`config.mk`:
```
export PLATFORM = sky130hd
export DESIGN_NAME = uart_tx_mmio
export DESIGN_NICKNAME = d
export VERILOG_FILES = /design/src/rtl/uart_tx_mmio.sv
export SDC_FILE = /design/constraint.sdc
export NUM_CORES = 1
export LEC_CHECK = 0
export ABC_AREA = 0
export CAP_MARGIN = 20
export CORE_MARGIN = 3
export CORE_UTILIZATION = 35
export CTS_CLUSTER_SIZE = 20
export DETAILED_ROUTE_END_ITERATION = 10
export PLACE_DENSITY_LB_ADDON = 0.1
export REMOVE_ABC_BUFFERS = 1
export SLEW_MARGIN = 25
export SYNTH_ARGS = -nofsm -noshare
export SYNTH_HDL_FRONTEND = slang
export SYNTH_SLANG_ARGS = --single-unit
export TNS_END_PERCENT = 50
```
`constraint.sdc`:
```
create_clock -name clk_i -period 4.55 [get_ports clk_i]
set_input_delay 0.91 -clock clk_i [delete_from_list [all_inputs] [get_ports clk_i]]
set_output_delay 0.91 -clock clk_i [all_outputs]
set_load 0.1 [all_outputs]
```
`src/rtl/uart_tx_mmio.sv`:
```
// Memory-mapped 8N1 UART transmitter with TX FIFO on the processor data bus.
// Optional even-parity bit is enabled by defining UART_TX_PARITY_EN.
module uart_tx_mmio #(
  parameter int unsigned CLKS_PER_BIT = 100,
  parameter int unsigned FIFO_DEPTH   = 16,
  parameter logic [31:0] BASE_ADDR    = 32'h8000_0010
) (
  input  logic        clk_i,
  input  logic        rst_ni,
  input  logic [3:0]  dbus_en_i,
  input  logic [31:0] dbus_write_addr_i,
  input  logic [31:0] dbus_write_data_i,
  input  logic [31:0] dbus_read_addr_i,
  output logic [31:0] dbus_read_data_o,
  output logic        tx_o
);

  localparam int unsigned PTR_W = $clog2(FIFO_DEPTH);
  localparam int unsigned CNT_W = $clog2(CLKS_PER_BIT);
  localparam logic [CNT_W-1:0] CNT_RELOAD = CNT_W'(CLKS_PER_BIT - 1);
  localparam logic [31:0] STATUS_ADDR = BASE_ADDR + 32'd4;

  typedef enum logic [2:0] {
    S_IDLE,
    S_START,
    S_DATA,
`ifdef UART_TX_PARITY_EN
    S_PARITY,
`endif
    S_STOP
  } state_t;

  state_t           state_q;
  logic [7:0]       mem [FIFO_DEPTH];
  logic [PTR_W:0]   wr_ptr_q;
  logic [PTR_W:0]   rd_ptr_q;
  logic [PTR_W:0]   occupancy;
  logic             full;
  logic             empty;
  logic             overflow_q;
  logic [CNT_W-1:0] baud_cnt_q;
  logic [2:0]       bit_idx_q;
  logic [7:0]       shift_q;
  logic             parity_q;
  logic [7:0]       head;
  logic             push_hit;
  logic             push_ok;
  logic             ovf_clear;
  logic             pop;
  logic             busy;
  logic             parity_flag;
  logic             unused_bits;

  assign unused_bits = ^{dbus_en_i[3:1], dbus_write_data_i[31:8]};

  assign full      = (wr_ptr_q[PTR_W] != rd_ptr_q[PTR_W]) &&
                     (wr_ptr_q[PTR_W-1:0] == rd_ptr_q[PTR_W-1:0]);
  assign empty     = (wr_ptr_q == rd_ptr_q);
  assign occupancy = wr_ptr_q - rd_ptr_q;
  assign head      = mem[rd_ptr_q[PTR_W-1:0]];

  assign push_hit  = dbus_en_i[0] && (dbus_write_addr_i == BASE_ADDR);
  assign push_ok   = push_hit && !full;
  assign ovf_clear = dbus_en_i[0] && (dbus_write_addr_i == STATUS_ADDR) &&
                     dbus_write_data_i[2];

  // The FSM pops either from IDLE or straight out of a finished stop bit.
  assign pop  = !empty && ((state_q == S_IDLE) ||
                           ((state_q == S_STOP) && (baud_cnt_q == '0)));
  assign busy = !empty || (state_q != S_IDLE);

`ifdef UART_TX_PARITY_EN
  assign parity_flag = 1'b1;
`else
  assign parity_flag = 1'b0;
`endif

  always_ff @(posedge clk_i) begin
    if (push_ok) begin
      mem[wr_ptr_q[PTR_W-1:0]] <= dbus_write_data_i[7:0];
    end
  end

  always_ff @(posedge clk_i or negedge rst_ni) begin
    if (!rst_ni) begin
      wr_ptr_q   <= '0;
      overflow_q <= 1'b0;
    end else begin
      if (push_ok) begin
        wr_ptr_q <= wr_ptr_q + 1'b1;
      end
      // A dropped push wins over a same-cycle clear.
      if (push_hit && full) begin
        overflow_q <= 1'b1;
      end else if (ovf_clear) begin
        overflow_q <= 1'b0;
      end
    end
  end

  always_ff @(posedge clk_i or negedge rst_ni) begin
    if (!rst_ni) begin
      state_q    <= S_IDLE;
      tx_o       <= 1'b1;
      rd_ptr_q   <= '0;
      baud_cnt_q <= '0;
      bit_idx_q  <= '0;
      shift_q    <= '0;
      parity_q   <= 1'b0;
    end else begin
      if (pop) begin
        rd_ptr_q   <= rd_ptr_q + 1'b1;
        shift_q    <= head;
        parity_q   <= ^head;
        baud_cnt_q <= CNT_RELOAD;
        tx_o       <= 1'b0;
        state_q    <= S_START;
      end else begin
        case (state_q)
          S_IDLE: begin
            tx_o <= 1'b1;
          end
          S_START: begin
            if (baud_cnt_q == '0) begin
              tx_o       <= shift_q[0];
              baud_cnt_q <= CNT_RELOAD;
              bit_idx_q  <= '0;
              state_q    <= S_DATA;
            end else begin
              baud_cnt_q <= baud_cnt_q - 1'b1;
            end
          end
          S_DATA: begin
            if (baud_cnt_q == '0) begin
              baud_cnt_q <= CNT_RELOAD;
              if (bit_idx_q != 3'd7) begin
                shift_q   <= shift_q >> 1;
                tx_o      <= shift_q[1];
                bit_idx_q <= bit_idx_q + 1'b1;
              end else begin
`ifdef UART_TX_PARITY_EN
                tx_o    <= parity_q;
                state_q <= S_PARITY;
`else
                tx_o    <= 1'b1;
                state_q <= S_STOP;
`endif
              end
            end else begin
              baud_cnt_q <= baud_cnt_q - 1'b1;
            end
          end
`ifdef UART_TX_PARITY_EN
          S_PARITY: begin
            if (baud_cnt_q == '0) begin
              tx_o       <= 1'b1;
              baud_cnt_q <= CNT_RELOAD;
              state_q    <= S_STOP;
            end else begin
              baud_cnt_q <= baud_cnt_q - 1'b1;
            end
          end
`endif
          S_STOP: begin
            if (baud_cnt_q == '0) begin
              state_q <= S_IDLE;
            end else begin
              baud_cnt_q <= baud_cnt_q - 1'b1;
            end
          end
          default: begin
            state_q <= S_IDLE;
            tx_o    <= 1'b1;
          end
        endcase
      end
    end
  end

  always_comb begin
    dbus_read_data_o = '0;
    if (dbus_read_addr_i == STATUS_ADDR) begin
      dbus_read_data_o[0]    = full;
      dbus_read_data_o[1]    = busy;
      dbus_read_data_o[2]    = overflow_q;
      dbus_read_data_o[3]    = parity_flag;
      dbus_read_data_o[15:8] = 8'(occupancy);
    end
  end

endmodule

```
==> out/metrics.csv <==
metric;value;unit
cp.arrival;2840;ps
port_buffers;83;
post-synth-top-area-cell;edfxtp_1;
rsz0062_at_grt;false;
slew_headroom;0.357;
min_period_over_period;0.825;
fin_cells;870;
max_cap_viol_count;0;
ant_nets;0;
outcome;finished, final reports clean;
pwr_density_cell;358;nW/µm²
core;20300;µm²
synth-simple-area-share;0.0834;
cp_max_fo;17;
drc;0;
finalPower;3190;µW
whs_endpoint;shift_q[7];
io_pins;135;
tightestPinTransition;961;ps
grt_usage;0.154;
ys_top_cells_by_area;edfxtp_1, dfrtp_1, mux4_2;
clock_path_buffers;2;
cts_num_sinks;160;
finalCoreUtilization;0.439;
wirelength;16500;µm
rr_endpoint;mem[10][5];
viasPerCell;4.94;
dr.pass1.iters;6;
h-tree-depth;4;
ctsResizeCount;0;
yosys.cell_types.count;57;
synth_edf_count;128;
grt_pass1_wl;25400;µm
clock_latency;420;ps
power.leakage;0.00323;µW
ctsRootBufferMaster;clkbuf_16;
timing_hold_violations_final;0;
setup_viol_count_final;0;
rrSetupSlack;1230;ps
syn_to_final_growth;22.8;%
synth_compound_area_frac;0.0653;
hold_start;shift_q[7];
required;3640;ps
cts_setup_buffers;0;
drive_above_1_share;0.153;
grt_max_degree;45;
die_area;22500;µm²
reg2reg_depth;8;
skew;9.78;ps
die-width;150;µm
cp-start-kind;register;
end_kind;primary output;
vias;4298;
synthAdderAreaFrac;0.0303;
rows;52;
post-dp-hpwl;11100;µm
avgRoutedWirePerCell;19.0;µm
cts-buffers-inserted;17;
hp-class;register to register;
grt_overflow;0;
nets;706;
synth_area;7260;µm²
antenna_cells;0;
start_util;0.358;
ys.flop_type;edfxtp_1;
path_class;register to primary output;
ys_warn_count;0;
gp_congestion;0.792;
avgSynthCellArea;14.9;µm²
drt_iter0_drc;272;
hold_depth;1;
dpl.cell_count;838;
syn-instance-count;487;
ys_async_sr_fraction;0.200;
die_h;150;µm
drv_slew;0;
regToRegStartpoint;rd_ptr_q[3];
cts_hold_buf;0;
muxShareOfSynthArea;0.114;
fmax;0.266;GHz
synth_seq_cells;160;
grt_pass1_vias;4491;
antenna_found_initial;0;
cts.reportedPaths.clkPinSlew;60;ps
synth_top_family_by_area;multiplexers;
cts_tree;yes;
vdd_drop_max;0.307;mV
fin_crit;3750;ps
synthXorXnorAreaFrac;0.0191;
seq_area_frac_synth;0.640;
synth_top_area_share;0.529;
[registers in the layout (all words and copies together) (netlist names)]
register and flops:
baud_cnt_q 7, bit_idx_q 3, mem 128, overflow_q 1, rd_ptr_q 5, shift_q 8, state_q 2, tx_o 1
wr_ptr_q 5
[worst max path at each step]
stage	endpoint	cells past startpoint	slack (ps)	start
2_1_floorplan	dbus_read_data_o[0]	3	-530	rd_ptr_q[0]
3_3_place_gp	dbus_read_data_o[0]	6	870	dbus_read_addr_i[25]
3_5_place_dp	dbus_read_data_o[0]	6	810	dbus_read_addr_i[25]
4_1_cts	dbus_read_data_o[1]	6	740	rd_ptr_q[3]
5_1_grt	dbus_read_data_o[1]	6	560	rd_ptr_q[3]
6_report	dbus_read_data_o[1]	6	800	rd_ptr_q[3]
[stage by stage]
stage          setup WS, ps  setup TNS (ps)  hold WS (ps)  cell area (µm²)
2_1_floorplan          -525           -1440           451             7050
3_3_place_gp            867               0           461             8350
3_5_place_dp            813               0           483             8350
4_1_cts                 741               0           498             8920
5_1_grt                 557               0           530             8920
6_report                795               0           493             8920
[cells by family after synthesis]
group           Yosys count
compound gates           69
xor+xnor                 15
fa+ha+maj                17
buf+inv                  58
flops                   160
mux                      50
other cells               1
simple gates            117
[cells in the final DEF (no fill, tap or decap), types with 7 or more instances in the layout]
master / synthesis / layout
nor2_1: 30 / 30
clkbuf_16: 0 / 17
a21oi_1: 17 / 17
nand2_1: 27 / 27
mux4_1: 7 / 7
ha_1: 16 / 16
dfrtp_1: 31 / 30
a221o_1: 7 / 7
xnor2_1: 12 / 12
mux2i_1: 18 / 18
a221oi_1: 11 / 11
clkdlybuf4s50_1: 0 / 75
nand4_1: 7 / 7
mux2_2: 9 / 9
buf_4: 27 / 27
conb_1: 1 / 24
nor4_1: 12 / 12
o21ai_0: 16 / 16
nor3_1: 10 / 10
mux4_2: 16 / 16
inv_1: 13 / 13
edfxtp_1: 128 / 128
[synth_stat cells, types with 4 or more instances]
master	count
buf_1	4
nand2_1	27
nor2_1	30
nand3_1	5
mux2_2	9
mux4_2	16
nor4_1	12
a221oi_1	11
nor4b_1	4
xnor2_1	12
dfrtp_1	31
mux2i_1	18
edfxtp_1	128
a221o_1	7
clkbuf_1	7
mux4_1	7
inv_1	13
ha_1	16
a21oi_1	17
nand4_1	7
nor3_1	10
o21ai_0	16
buf_2	4
buf_4	27
[routing by layer]
layer	GRT usage	vias to the layer above	part of all wire
met3	0.0454	6	0.055
met2	0.261	120	0.51
li1	-	2047	-
met5	0	-	0
met1	0.195	2125	0.42
met4	0.0357	0	0.0058
[report_power, final]
| part | total, µW | switching [µW] | internal, µW |
|---|---|---|---|
| combinational | 195 | 126 | 68.3 |
| sequential | 1610 | 15.6 | 1590 |
| clock | 1390 | 613 | 773 |
| total | 3190 | 755 | 2440 |
[critical path, cell delays in order (launching register included)]
cell	delay, ps
dfrtp_1	760
inv_1	220
ha_1	390
nand4_1	270
nor2_1	410
a21oi_1	130
buf_4	250
[area by class of cell]
type	count	area [µm²]
Tap cell	270	338
Clock buffer	17	425
Clock inverter	15	150
Inverter	14	52.6
Timing Repair Buffer	102	953
Fill cell	1830	11400
Sequential cell	160	4650
Multi-Input combinational cell	292	2350
Power figures use the tool's default switching activity.
